**src/rtl/ps2_rx_pkg.sv**
```systemverilog
// Shared types and constants for the PS/2 device-to-host frame receiver.
package ps2_rx_pkg;

  typedef enum logic [1:0] {
    ST_IDLE  = 2'd0,
    ST_RECV  = 2'd1,
    ST_CHECK = 2'd2
  } ps2_state_e;

  localparam logic [7:0] PS2_EXT_PREFIX   = 8'hE0;
  localparam logic [7:0] PS2_BREAK_PREFIX = 8'hF0;

endpackage

```
**src/rtl/ps2_rx_frame_filter.sv**
```systemverilog
// ps2_line_filter: synchroniser plus run-length deglitcher for one PS/2 line,
// with a registered falling-edge strobe of the filtered line.
module ps2_line_filter #(
  parameter int unsigned SYNC_STAGES = 2,
  parameter int unsigned FILT_LEN    = 4
) (
  input  logic clk,
  input  logic resetN,
  input  logic line_raw,
  output logic line_f,
  output logic fall_edge
);

  localparam int unsigned CNT_W = (FILT_LEN > 1) ? $clog2(FILT_LEN) : 1;

  logic [SYNC_STAGES-1:0] sync_q;
  logic [CNT_W-1:0]       cnt_q;
  logic                   smp;
  logic                   flip_c;

  assign smp    = sync_q[SYNC_STAGES-1];
  // FILT_LEN-th consecutive sample that disagrees with the filtered level
  assign flip_c = (smp != line_f) && (cnt_q == CNT_W'(FILT_LEN - 1));

  always_ff @(posedge clk or negedge resetN) begin
    if (!resetN) begin
      sync_q    <= '1;
      cnt_q     <= '0;
      line_f    <= 1'b1;
      fall_edge <= 1'b0;
    end else begin
      sync_q    <= {sync_q[SYNC_STAGES-2:0], line_raw};
      fall_edge <= flip_c && line_f;
      if (smp == line_f || flip_c) begin
        cnt_q <= '0;
      end else begin
        cnt_q <= cnt_q + CNT_W'(1);
      end
      if (flip_c) begin
        line_f <= smp;
      end
    end
  end

endmodule

```
**src/rtl/ps2_rx_frame.sv**
```systemverilog
// PS/2 frame receiver: start/data/parity/stop checking with a stall watchdog.
// Define PS2_RX_EXT_CODE_EN to fold E0/F0 prefix bytes into is_ext/is_break.
module ps2_rx_frame
  import ps2_rx_pkg::*;
#(
  parameter int unsigned DATA_BITS   = 8,
  parameter int unsigned SYNC_STAGES = 2,
  parameter int unsigned FILT_LEN    = 4,
  parameter int unsigned TIMEOUT_CYC = 50000,
  parameter int unsigned PARITY_ODD  = 1
) (
  input  logic                 clk,
  input  logic                 resetN,
  input  logic                 kbd_clk,
  input  logic                 kbd_dat,
  output logic [DATA_BITS-1:0] dout,
  output logic                 dout_new,
  output logic                 parity_err,
  output logic                 frame_err,
  output logic                 timeout_err,
  output logic                 busy,
  output logic                 is_ext,
  output logic                 is_break
);

  localparam int unsigned BC_W = $clog2(DATA_BITS + 4);
  localparam int unsigned SH_W = DATA_BITS + 2;
  localparam int unsigned WD_W = (TIMEOUT_CYC > 2) ? $clog2(TIMEOUT_CYC) : 1;

  ps2_state_e           state, state_nxt;
  logic [BC_W-1:0]      cnt, cnt_nxt;
  logic [SH_W-1:0]      shreg, shreg_nxt;
  logic [WD_W-1:0]      wdog, wdog_nxt;
  logic                 to_pend, to_pend_nxt;
  logic [DATA_BITS-1:0] dout_nxt, payload;
  logic                 dout_new_nxt, parity_nxt, frame_nxt, timeout_nxt;
  logic                 fall_edge, dat_f, kclk_f_unused, kdat_fall_unused;
  logic                 par_bad_c, prefix_c;

  ps2_line_filter #(.SYNC_STAGES(SYNC_STAGES), .FILT_LEN(FILT_LEN)) u_clk_filt (
    .clk(clk), .resetN(resetN), .line_raw(kbd_clk),
    .line_f(kclk_f_unused), .fall_edge(fall_edge)
  );

  ps2_line_filter #(.SYNC_STAGES(SYNC_STAGES), .FILT_LEN(FILT_LEN)) u_dat_filt (
    .clk(clk), .resetN(resetN), .line_raw(kbd_dat),
    .line_f(dat_f), .fall_edge(kdat_fall_unused)
  );

  // shreg holds {stop, parity, data} once the stop bit has been shifted in
  assign payload   = shreg[DATA_BITS-1:0];
  assign par_bad_c = (^shreg[DATA_BITS:0]) != 1'(PARITY_ODD);

  always_comb begin
    state_nxt    = state;
    cnt_nxt      = cnt;
    shreg_nxt    = shreg;
    wdog_nxt     = wdog;
    to_pend_nxt  = 1'b0;
    dout_nxt     = dout;
    dout_new_nxt = 1'b0;
    parity_nxt   = 1'b0;
    frame_nxt    = 1'b0;
    timeout_nxt  = to_pend;
    unique case (state)
      ST_IDLE: begin
        if (fall_edge && !dat_f) begin
          state_nxt = ST_RECV;
          cnt_nxt   = BC_W'(1);
          wdog_nxt  = '0;
        end
      end
      ST_RECV: begin
        if (fall_edge) begin
          shreg_nxt = {dat_f, shreg[SH_W-1:1]};
          cnt_nxt   = cnt + BC_W'(1);
          wdog_nxt  = '0;
          if (cnt == BC_W'(DATA_BITS + 2)) begin
            state_nxt = ST_CHECK;
          end
        end else if (wdog == WD_W'(TIMEOUT_CYC - 1)) begin
          state_nxt   = ST_IDLE;
          to_pend_nxt = 1'b1;
        end else begin
          wdog_nxt = wdog + WD_W'(1);
        end
      end
      ST_CHECK: begin
        state_nxt = ST_IDLE;
        if (!shreg[SH_W-1]) begin
          frame_nxt = 1'b1;
        end else if (par_bad_c) begin
          parity_nxt = 1'b1;
        end else if (!prefix_c) begin
          dout_nxt     = payload;
          dout_new_nxt = 1'b1;
        end
      end
      default: state_nxt = ST_IDLE;
    endcase
  end

  always_ff @(posedge clk or negedge resetN) begin
    if (!resetN) begin
      state       <= ST_IDLE;
      cnt         <= '0;
      shreg       <= '0;
      wdog        <= '0;
      to_pend     <= 1'b0;
      dout        <= '0;
      dout_new    <= 1'b0;
      parity_err  <= 1'b0;
      frame_err   <= 1'b0;
      timeout_err <= 1'b0;
      busy        <= 1'b0;
    end else begin
      state       <= state_nxt;
      cnt         <= cnt_nxt;
      shreg       <= shreg_nxt;
      wdog        <= wdog_nxt;
      to_pend     <= to_pend_nxt;
      dout        <= dout_nxt;
      dout_new    <= dout_new_nxt;
      parity_err  <= parity_nxt;
      frame_err   <= frame_nxt;
      timeout_err <= timeout_nxt;
      busy        <= (state_nxt != ST_IDLE);
    end
  end

`ifdef PS2_RX_EXT_CODE_EN
  logic ext_q, brk_q, ext_nxt, brk_nxt, is_ext_nxt, is_break_nxt, good_c;

  assign prefix_c = (payload == PS2_EXT_PREFIX) || (payload == PS2_BREAK_PREFIX);
  assign good_c   = (state == ST_CHECK) && shreg[SH_W-1] && !par_bad_c;

  // Sticky prefix flags; any error or a delivered byte clears them
  always_comb begin
    ext_nxt      = ext_q;
    brk_nxt      = brk_q;
    is_ext_nxt   = 1'b0;
    is_break_nxt = 1'b0;
    if (frame_nxt || parity_nxt || to_pend_nxt) begin
      ext_nxt = 1'b0;
      brk_nxt = 1'b0;
    end else if (dout_new_nxt) begin
      is_ext_nxt   = ext_q;
      is_break_nxt = brk_q;
      ext_nxt      = 1'b0;
      brk_nxt      = 1'b0;
    end else if (good_c && payload == PS2_EXT_PREFIX) begin
      ext_nxt = 1'b1;
    end else if (good_c && payload == PS2_BREAK_PREFIX) begin
      brk_nxt = 1'b1;
    end
  end

  always_ff @(posedge clk or negedge resetN) begin
    if (!resetN) begin
      ext_q    <= 1'b0;
      brk_q    <= 1'b0;
      is_ext   <= 1'b0;
      is_break <= 1'b0;
    end else begin
      ext_q    <= ext_nxt;
      brk_q    <= brk_nxt;
      is_ext   <= is_ext_nxt;
      is_break <= is_break_nxt;
    end
  end
`else
  assign prefix_c = 1'b0;
  assign is_ext   = 1'b0;
  assign is_break = 1'b0;
`endif

endmodule
```
**config.mk**
```make
export PLATFORM = sky130hd
export DESIGN_NAME = ps2_rx_frame
export DESIGN_NICKNAME = d
export VERILOG_FILES = /design/src/rtl/ps2_rx_pkg.sv /design/src/rtl/ps2_rx_frame_filter.sv /design/src/rtl/ps2_rx_frame.sv
export SDC_FILE = /design/constraint.sdc
export NUM_CORES = 1
export LEC_CHECK = 0
export CAP_MARGIN = 15
export CORE_MARGIN = 2
export CORE_UTILIZATION = 55
export DETAILED_ROUTE_END_ITERATION = 10
export DONT_BUFFER_PORTS = 1
export PLACE_DENSITY_LB_ADDON = 0.2
export SYNTH_ARGS = -nofsm -noshare
export SYNTH_HDL_FRONTEND = slang
export SYNTH_SLANG_ARGS = --single-unit
```
**constraint.sdc**
```tcl
create_clock -name clk -period 2.7 [get_ports clk]
set_clock_uncertainty 0.05 [all_clocks]
set_input_delay 0.27 -clock clk [delete_from_list [all_inputs] [get_ports clk]]
set_output_delay 0.27 -clock clk [all_outputs]
set_load 0.02 [all_outputs]
```
==> results by group, run 1 <==
Yosys
  • Seq/Total Area, Yosys: 0.558
  • Top cell type's share of synthesized area: 0.497
  • Syn avg cell area: 11.9 um2
  • Post-synth EDFFs: 0
  • Synthesized flop and latch total: 57
  • Synth area leader: dfrtp_1
  • Primary FF master, synth: dfrtp_1
  • Async set-or-reset flop fraction in the synthesized netlist: 1.00
  • Top cells by area, synth: dfrtp_1, mux2_2, dfstp_2
  • YS warnings: 0
  • Synth Cell Area: 2570 um2
  • Post-synth cell types: 47
  • Post-Synthesis Cells: about 220

Die
  • Die Width: 72.3 um
  • Die footprint: between 5000 and 6000 um2
  • Core Area: approximately 4400 um2
  • Chip height: 72.3 um
  • Initial Util: 0.582
  • FP Rows: 24
  • Ports: 19

CTS
  • Root Buffer: clkbuf_8
  • Clock buffer depth: 2
  • CTS tree: yes
  • Clock net sink count: 57
  • Clk_lat worst skew: roughly 0.33 ns
  • TritonCTS Buffers: 9
  • Post-CTS Setup Inserts: 0
  • Clock-pin slew on the worst setup and hold paths: 0.06 ns
  • H-tree depth: 3

Power
  • NetSw: 0.591 mW
  • Internal power: approximately 1.6 mW
  • Leak: 1.39 nW
  • Pwr dens: a little under 800 nW/um2
  • Part of the power in registers: 0.454
  • Switching share of power: 0.264
  • Clock network power share: 0.397
  • Maximum vdd drop: 0.429 mV
  • Combinational group share of total power: 0.149

Timing
  • RSZ-0062 raised after global routing: false
  • Peak Freq: around 0.47 GHz
  • Slew @ Worst Pin: 0.645 ns
  • Slew headroom: 0.567
  • Final period utilization: 0.791
  • Setup TNS: 0 ns
  • Final Slew Violations: 0
  • Final critical-path required period: 2.14 ns
  • Final Hold Fails: 0
  • Final Setup Violations: 0

Setup path
  • CP endpoint kind: flip-flop
  • Arr. time, crit path: 2.30 ns
  • Critical-path cell list: ha_1 > and4_1 > nand4_1 > a21oi_1 > or2_0 > o41ai_1
  • CP max FO: 10
  • Setup CP Type: reg2reg
  • Critical Path Max Stage Delay: 0.45 ns
  • WP buf/inv: 0
  • Critical Path RT: between 2 and 3 ns
  • Slowest CP cell: or2_0
  • Cell family with most CP delay: simple AND/OR/NAND/NOR gates
  • Crit path launch type: flip-flop

Final layout
  • Most frequent cells in the layout: dfrtp_1, o21ai_0, mux2_2
  • Final instance area: 2890 um2
  • Fin cells: roughly 280
  • Share of layout cells above drive strength 1: 0.218
  • Nets: 233
  • Synthesis-to-finish area growth: 12.7%
  • Ant. Diodes: 0
  • Commonest non-fill, non-tap cell in the layout: dfrtp_1

Routing
  • Drt drc: 0
  • Drt pass-1 iters: 4
  • Drt wl/cell: 15.3 um
  • Vias: 1640
  • Vias per inst: 5.84
  • WL final: about 4300 um
  • Final ANT Viol Nets: 0
  • Initial drt markers: 132

Job
  • Max-cap viol count: 0

Placed design
  • Cells after DPL: approximately 260
  • Buffers added on ports: 0
  • Post-DP HPWL: between 2000 and 3000 um
  • Placed Area: 2610 um2
  • GPL Wtd Cong: 0.906

Global routing
  • Largest net degree at the start of global routing: between 50 and 60
  • First-pass GRT wire length: 7670 um
  • GRT Overall Usage: 0.194
  • Overflow after GRT: 0
  • Antenna violations before repair: 0
  • Number of global-route vias before repair: 1647

Status
  • Run status: complete, no violations

Hold path
  • Worst min path class: reg2reg
==> metal layers <==
metal	routed length (um)	GRT usage
met1	2010	0.256
met2	2020	0.291
met3	200	0.0556
met4	63	0.103
met5	0	0
==> final cells by class <==
type	count	area [um2]
fillers	337	1520
flip-flops and latches	57	1430
multi-input cells	144	1070
clock buffers	11	151
clock inverters	5	77.6
repair buffers	6	72.6
well taps	52	65.1
inverters	6	22.5
==> repair_timing <==
item | in CTS | in global routing
hold endpoints to repair | 59 | 0
gates resized for setup | 0 | 0
hold buffers | 4 | 0
==> power by group through the flow <==
stage | logic [mW] | clock network [mW] | registers, mW
floorplan | 0.254 | 0 | 1.02
global placement | 0.295 | 0 | 1.03
detailed placement | 0.314 | 0 | 1.04
CTS | 0.341 | 0.912 | 1.02
global route | 0.385 | 0.946 | 1.03
finish | 0.335 | 0.888 | 1.02
==> state kept, by name, summed over array words and instances (netlist names), 2 cells and up <==
| name | count |
|---|---|
| u_dat_filt.sync_q | 2 |
| u_clk_filt.sync_q | 2 |
| wdog | 16 |
| cnt | 4 |
| u_clk_filt.cnt_q | 2 |
| u_dat_filt.cnt_q | 2 |
| state | 2 |
| dout | 8 |
| shreg | 10 |
==> stage by stage <==
stage	setup WS (ns)	power [mW]	utilization	hold slack, ns
2_1_floorplan	0.810	1.27	-	-0.0756
3_3_place_gp	0.663	1.32	0.590	-0.0745
3_5_place_dp	0.568	1.35	0.590	-0.0745
4_1_cts	0.560	2.27	0.655	0.306
5_1_grt	0.301	2.36	0.655	0.310
6_report	0.564	2.24	0.655	0.302
==> cell families (layout without fill, tap and decap cells) <==
group | after synthesis | in the layout | share of synthesized area
flip-flops | 57 | 57 | 0.558
buffers and inverters | 15 | 28 | 0.0263
adder cells (fa/ha/maj) | 5 | 5 | 0.0244
multiplexers | 20 | 20 | 0.0921
AND/OR/NAND/NOR | 67 | 67 | 0.154
XOR/XNOR | 14 | 14 | 0.0560
AO/OA/AOI/OAI | 36 | 36 | 0.0872
other | 1 | 2 | 0.00146
==> Yosys cell counts, drive strengths merged (2+ instances only) <==
| master | count |
|---|---|
| and2 | 2 |
| nor4 | 2 |
| nor2 | 9 |
| o41ai | 2 |
| nand2b | 3 |
| a21oi | 3 |
| o21ai | 17 |
| xor2 | 5 |
| nor3b | 3 |
| o31ai | 7 |
| nand4 | 3 |
| ha | 5 |
| xnor2 | 8 |
| mux2 | 20 |
| inv | 6 |
| nor3 | 5 |
| dfrtp | 51 |
| buf | 7 |
| nand4b | 2 |
| clkbuf | 2 |
| nor4b | 3 |
| and3 | 4 |
| nand3 | 7 |
| dfstp | 6 |
| a31oi | 3 |
| nand2 | 16 |
==> final timing paths <==
| kind | slack, ns | cells past startpoint | startpoint | endpoint |
|---|---|---|---|---|
| worst min register to register | 0.30 | 0 | timeout_nxt$_DFF_PN0_ | timeout_err$_DFF_PN0_ |
| worst min-delay path | 0.30 | 0 | timeout_nxt$_DFF_PN0_ | timeout_err$_DFF_PN0_ |
| worst max-delay path | 0.56 | 6 | wdog[0]$_DFFE_PN0P_ | wdog[15]$_DFFE_PN0P_ |
| worst max register to register | 0.56 | 6 | wdog[0]$_DFFE_PN0P_ | wdog[15]$_DFFE_PN0P_ |
| max in group asynchronous | 1.88 | 2 | resetN | u_dat_filt.line_f$_DFFE_PN1P_ |
| min in group asynchronous | 0.41 | 2 | resetN | busy$_DFF_PN0_ |
Power figures use the tool's default switching activity.
==> inputs of run 2 (changes only) <==
==> constraint.sdc (replaced) <==
create_clock -name clk -period 1.9 [get_ports clk]
set_clock_uncertainty 0.05 [all_clocks]
set_input_delay 0.19 -clock clk [delete_from_list [all_inputs] [get_ports clk]]
set_output_delay 0.19 -clock clk [all_outputs]
set_load 0.02 [all_outputs]
==> run 2 against run 1 <==
The run now ends with setup timing left. Combinational power is 67% higher. First-iteration DRC count is 38% lower. Largest cell class unchanged. Sequential share of layout area is 3.8 points lower. Cell count is 11% higher. Wire length is 18% higher. Critical path type unchanged. Sequential power is 42% higher. Total power is 42% higher.
==> results by group, run 2 (synthesis gave the netlist of run 1 again) <==
Status
  • Run status: complete, but fails checks
  • Failing checks: setup timing

Job
  • Max-cap viol count: 0 (unchanged)

Routing
  • Met3 WL post-DR: 223 um (+12%)
  • Top sig layer: met4
  • Final ANT Viol Nets: 0 (unchanged)
  • Vias per inst: 5.90 (+1.0%)
  • Vias: 1834 (+12%)
  • Met1 Wirelength: 2220 um (+10%)
  • Drt drc: 0 (unchanged)
  • Drt pass-1 iters: 4 (unchanged)
  • Initial drt markers: 82 (-38%)
  • Metal2 WL: 2550 um (+26%)
  • WL final: 5080 um (+18%)
  • Drt wl/cell: 16.3 um (+6.9%)

CTS
  • Clk_lat worst skew: 0.33 ns (about the same)
  • H-tree depth: 3 (unchanged)
  • CTS tree: yes
  • Clock-pin slew on the worst setup and hold paths: 0.06 ns (about the same)
  • Clock net sink count: 57 (unchanged)
  • Root Buffer: clkbuf_8
  • Clock buffer depth: 2 (unchanged)
  • TritonCTS Buffers: 9 (unchanged)

Global routing
  • Number of global-route vias before repair: 1852 (+12%)
  • Antenna violations before repair: 0 (unchanged)
  • Overflow after GRT: 0 (unchanged)
  • GRT Overall Usage: 0.217 (+0.0234)
  • First-pass GRT wire length: 8560 um (+12%)
  • Largest net degree at the start of global routing: 58 (unchanged)

Die
  • Die footprint: 5230 um2 (unchanged)
  • Initial Util: 0.582 (unchanged)
  • Die Width: 72.3 um (unchanged)
  • Chip height: 72.3 um (unchanged)
  • Core Area: 4410 um2 (unchanged)
  • Ports: 19 (unchanged)
  • FP Rows: 24 (unchanged)

Final layout
  • Register with the most flip-flops: wdog
  • Synthesis-to-finish area growth: 22.1%
  • Top flop regs: wdog: 16 flops, shreg: 10 flops, dout: 8 flops
  • Commonest non-fill, non-tap cell in the layout: dfrtp_1
  • Fillers: 296 (-12%)
  • Share of layout cells above drive strength 1: 0.320 (+0.102)
  • Max reg flops: 16 (unchanged)
  • Nets: 263 (+13%)
  • Ant. Diodes: 0 (unchanged)
  • Most frequent cells in the layout: dfrtp_1, buf_4, o21ai_0, mux2_2, nand2_1
  • Final instance area: 3140 um2 (+8.4%)

Power
  • Leak: 1.57 nW (+13%)
  • Maximum vdd drop: 0.761 mV (+78%)
  • Pwr dens: 1010 nW/um2 (+31%)
  • Power after layout: 3.17 mW (+42%)

Hold path
  • Min-delay src: u_clk_filt.sync_q[0]$_DFF_PN1_
  • Hold Path Cell Cnt: 0 (unchanged)
  • Worst Hold End: u_clk_filt.sync_q[1]$_DFF_PN1_
  • Worst min path class: reg2reg

Placed design
  • Placed Area: 2820 um2 (+8.1%)
  • GPL Wtd Cong: 0.820 (-9.4%)
  • Post-DP HPWL: 3420 um (+20%)
  • Buffers added on ports: 0 (unchanged)

Setup path
  • Critical-path cell list: xnor2_1 > xnor3_1 > xnor2_2 > nand4b_4 > mux2_4
  • Arr. time, crit path: 2.13 ns (-0.17 ns)
  • Worst r2r src: shreg[2]$_DFFE_PN0P_
  • CP endpoint kind: flip-flop
  • Reg2Reg Setup Slack: -0.08 ns (-0.64 ns)
  • Critical Path Max Stage Delay: 0.45 ns (about the same)
  • Critical Path RT: 2.05 ns (-0.82 ns)
  • Reg2Reg Capture Point: dout[3]$_DFFE_PN0P_
  • CP max FO: 5 (-5)
  • Cell family with most CP delay: XOR/XNOR gates
  • Crit path launch type: flip-flop
  • WP buf/inv: 0 (unchanged)
  • R2R depth: 5 (-1)
  • Setup CP Type: reg2reg
  • Slowest CP cell: xnor3_1

Timing
  • Final Slew Violations: 0 (unchanged)
  • WHS: 0.307 ns (+0.00487 ns)
  • Final critical-path required period: 1.98 ns (-0.160 ns)
  • Setup ws final: -0.0756 ns (-0.640 ns)
  • Final period utilization: 1.04 (+0.249)
  • Final Hold Fails: 0 (unchanged)
  • Final Setup Violations: 8 (+8)
  • RSZ-0062 raised after global routing: true
  • Peak Freq: 0.506 GHz (+8.1%)
==> run 2: cell types whose count changed in the layout (fill, tap and decap cells not counted), moves of 2 or more <==
cell | before | now
buf_4 | 2 | 30
clkbuf_1 | 0 | 2
o41ai_1 | 2 | 0
o41ai_2 | 0 | 2
==> run 2: through the flow <==
step	std cells	util	setup WS, ns	setup TNS [ns]
floorplan	216	-	0.00971	0
global route	311	0.710	-0.123	-0.876
finish	311	0.710	-0.0756	-0.434
CTS	311	0.705	-0.0982	-0.608
detailed placement	289	0.638	-0.105	-0.671
global placement	289	0.638	-0.0251	-0.0851
==> run 2: how the worst max path moves through the flow <==
stage	from	to	slack, ns	depth (start not counted)
finish	shreg[2]$_DFFE_PN0P_	dout[3]$_DFFE_PN0P_	-0.08	5
global route	shreg[2]$_DFFE_PN0P_	dout[3]$_DFFE_PN0P_	-0.12	5
CTS	shreg[2]$_DFFE_PN0P_	dout[3]$_DFFE_PN0P_	-0.1	5
detailed placement	shreg[2]$_DFFE_PN0P_	dout[3]$_DFFE_PN0P_	-0.10	5
global placement	shreg[2]$_DFFE_PN0P_	dout[5]$_DFFE_PN0P_	-0.03	5
floorplan	shreg[2]$_DFFE_PN0P_	dout[3]$_DFFE_PN0P_	0.01	5
==> run 2: what timing repair did <==
| action | 4_1_cts | 5_1_grt |
|---|---|---|
| resized for setup | 1 | 6 |
| cloned | 1 | 0 |
| setup endpoints to repair | 10 | 21 |
| hold buffers | 4 | 0 |
| setup buffers | 1 | 0 |
| endpoints found under the hold margin | 59 | 0 |
| pin swaps | 2 | 3 |
==> run 2: metal layers <==
metal / vias up / track usage
li1: 848 / -
met1: 925 / 0.286
met2: 53 / 0.330
met3: 8 / 0.0764
met4: 0 / 0.0860
met5: - / 0
==> run 2: final cells by class <==
type | count | area [um2] | area share
clock buffer | 14 | 173 | 0.0551
sequential | 57 | 1430 | 0.457
clock inverter | 2 | 35.0 | 0.0112
timing repair buffer | 35 | 294 | 0.0938
tap | 52 | 65.1 | 0.0208
inverter | 6 | 22.5 | 0.00718
multi-input combinational | 145 | 1110 | 0.355
==> run 2: power by group <==
part | switching [mW] | leakage, nW | internal (mW) | total (mW)
Clock | 0.451 | 0.107 | 0.712 | 1.16
Combinational | 0.313 | 0.698 | 0.245 | 0.558
Sequential | 0.110 | 0.765 | 1.34 | 1.45
Total | 0.874 | 1.57 | 2.30 | 3.17
==> inputs of run 3 (changes only) <==
--- a/config.mk
+++ b/config.mk
@@ -5,9 +5,11 @@
 export SDC_FILE = /design/constraint.sdc
 export NUM_CORES = 1
 export LEC_CHECK = 0
-export CAP_MARGIN = 15
+export CAP_MARGIN = 20
+export CORE_ASPECT_RATIO = 0.8
 export CORE_MARGIN = 2
 export CORE_UTILIZATION = 55
+export CTS_CLUSTER_SIZE = 10
 export DETAILED_ROUTE_END_ITERATION = 10
 export DONT_BUFFER_PORTS = 1
 export PLACE_DENSITY_LB_ADDON = 0.2
==> run 3 against run 2 <==
The flow still finishes with violations (setup timing). Non-clock buffer count down 5. Worst hold slack barely moved. Count of clock-buffer cells in the layout is 4 lower. Critical path type unchanged. Critical endpoint unchanged.
==> results by group, run 3 (synthesis gave the netlist of run 1 again) <==
Setup path
  • CP endpoint kind: flip-flop
  • Cell family with most CP delay: XOR/XNOR gates
  • WP buf/inv: 1 (+1)
  • Slowest CP cell: xnor3_1
  • CP max FO: 5 (unchanged)
  • Critical Path Max Stage Delay: 0.46 ns (about the same)
  • Setup CP Type: reg2reg
  • Critical Path RT: 2.08 ns (+0.03 ns)
  • Crit path launch type: flip-flop
  • Critical-path cell list: xnor2_1 > xnor3_1 > xnor2_2 > buf_4 > nand4b_4 > mux2_4
  • Arr. time, crit path: 2.20 ns (+0.07 ns)

Final layout
  • Fillers: 330 (+11%)
  • Top flop regs: wdog: 16 flops, shreg: 10 flops, dout: 8 flops
  • Nets: 258 (-1.9%)
  • Commonest non-fill, non-tap cell in the layout: dfrtp_1
  • Ant. Diodes: 0 (unchanged)
  • Share of layout cells above drive strength 1: 0.327 (+0.00631)
  • Storage cell area: 1440 um2 (about the same)
  • Post-layout util: 0.701 (-0.00949)
  • Area of the multi-input gates: 1150 um2 (+3.5%)
  • Register with the most flip-flops: wdog
  • Max reg flops: 16 (unchanged)
  • Synthesis-to-finish area growth: 24.0%
  • Most frequent cells in the layout: dfrtp_1, buf_4, o21ai_0

Power
  • Clock network power share: 0.388 (+0.021)
  • Pwr dens: 1040 nW/um2 (+2.4%)
  • Combinational group share of total power: 0.170 (-0.006)
  • Switching share of power: 0.284 (+0.00818)
  • Internal power: 2.36 mW (+2.8%)
  • NetSw: 0.935 mW (+7.0%)
  • Maximum vdd drop: 0.856 mV (+13%)
  • Part of the power in registers: 0.442 (-0.015)
  • Leak: 1.60 nW (+1.7%)

Hold path
  • Worst min path class: reg2reg

Status
  • Failing checks: setup timing
  • Run status: complete, but fails checks

Job
  • Max-cap viol count: 0 (unchanged)

Routing
  • Drt drc: 0 (unchanged)
  • WL final: 5180 um (+2.1%)
  • Vias per inst: 5.67 (-3.9%)
  • Drt pass-1 iters: 4 (unchanged)
  • Initial drt markers: 143 (+74%)
  • Vias: 1779 (-3.0%)
  • Final ANT Viol Nets: 0 (unchanged)
  • Drt wl/cell: 16.5 um (+1.2%)

Placed design
  • Post-DP HPWL: 3370 um (-1.4%)
  • GPL Wtd Cong: 0.849 (+3.5%)
  • Buffers added on ports: 0 (unchanged)

Timing
  • Peak Freq: 0.495 GHz (-2.3%)
  • WHS: 0.307 ns (+0.000451 ns)
  • Final Slew Violations: 0 (unchanged)
  • RSZ-0062 raised after global routing: true
  • Final Hold Fails: 0 (unchanged)
  • Final Setup Violations: 8 (unchanged)
  • Final critical-path required period: 2.02 ns (+0.0465 ns)
  • Setup ws final: -0.122 ns (-0.0465 ns)
  • Final period utilization: 1.06 (+0.0245)

CTS
  • Clock-pin slew on the worst setup and hold paths: 0.07 ns (about the same)
  • Clk_lat worst skew: 0.34 ns (about the same)
  • Clock buffer depth: 2 (unchanged)
  • Root Buffer: clkbuf_8
  • Clock net sink count: 57 (unchanged)
  • H-tree depth: 3 (unchanged)
  • TritonCTS Buffers: 9 (unchanged)
  • CTS tree: yes

Die
  • Initial Util: 0.565 (-0.0163)
  • Die Width: 80.4 um (+11%)
  • Ports: 19 (unchanged)
  • Die footprint: 5230 um2 (about the same)
  • FP Rows: 22 (-8.3%)
  • Core Area: 4540 um2 (+2.9%)
  • Chip height: 65.1 um (-10%)

Global routing
  • Number of global-route vias before repair: 1806 (-2.5%)
  • First-pass GRT wire length: 8490 um (-0.81%)
  • GRT Overall Usage: 0.220 (+0.00292)
  • Overflow after GRT: 0 (unchanged)
  • Largest net degree at the start of global routing: 58 (unchanged)
  • Antenna violations before repair: 0 (unchanged)
[run 3: cell types whose count changed in the layout (fill, tap and decap cells not counted), sizes merged]
cell | previous run | this run
clkbuf | 14 | 10
clkinvlp | 0 | 3
buf | 32 | 27
bufinv | 1 | 2
[run 3: metal layers]
metal  global-route usage  wire (um)  vias to the layer above
met5                    0          0                        -
met4               0.0720         56                        0
met3               0.0865        287                        7
met2                0.340       2510                       48
met1                0.287       2330                      878
li1                     -          -                      846
[run 3: layout make-up]
class | instances | share of cell area
clock buffer | 10 | 0.0432
clock inverter | 6 | 0.0287
inverter | 6 | 0.00708
multi-input combinational | 145 | 0.362
sequential | 57 | 0.451
tap | 60 | 0.0236
timing repair buffer | 30 | 0.0849
[run 3: final timing paths]
check | depth (start not counted) | from | endpoint | slack [ns]
max in group asynchronous | 2 | resetN | u_dat_filt.line_f$_DFFE_PN1P_ | 1.18
hold reg to reg | 0 | u_dat_filt.sync_q[0]$_DFF_PN1_ | u_dat_filt.sync_q[1]$_DFF_PN1_ | 0.31
hold / removal | 0 | u_dat_filt.sync_q[0]$_DFF_PN1_ | u_dat_filt.sync_q[1]$_DFF_PN1_ | 0.31
setup / recovery | 6 | shreg[5]$_DFFE_PN0P_ | dout[3]$_DFFE_PN0P_ | -0.12
min in group asynchronous | 2 | resetN | wdog[12]$_DFFE_PN0P_ | 0.33
setup reg to reg | 6 | shreg[5]$_DFFE_PN0P_ | dout[3]$_DFFE_PN0P_ | -0.12
[run 3: power groups by stage]
stage               Combinational (mW)  Sequential, mW  Clock (mW)
global route                     0.626            1.47        1.37
CTS                              0.526            1.45        1.31
finish                           0.561            1.46        1.28
global placement                 0.444            1.45           0
detailed placement               0.480            1.46           0
floorplan                        0.361            1.44           0
[run 3: stage by stage]
step           cell area [um2]  total power, mW  setup TNS [ns]  setup WS (ns)  cells
5_1_grt                   3180             3.47           -1.39         -0.187    314
3_3_place_gp              2790             1.90         -0.0941        -0.0261    290
6_report                  3180             3.30          -0.794         -0.122    314
4_1_cts                   3120             3.29          -0.540        -0.0872    313
3_5_place_dp              2790             1.94          -0.833         -0.116    290
2_1_floorplan             2570             1.80               0        0.00971    216
[run 3: timing repair]
item                                    4_1_cts  5_1_grt
hold buffers                                  4        0
pin swaps                                     2        5
setup buffers                                 2        0
gates cloned                                  1        1
endpoints found under the setup margin        8       26
gates resized for setup                       2       13
hold endpoints to repair                     59        0
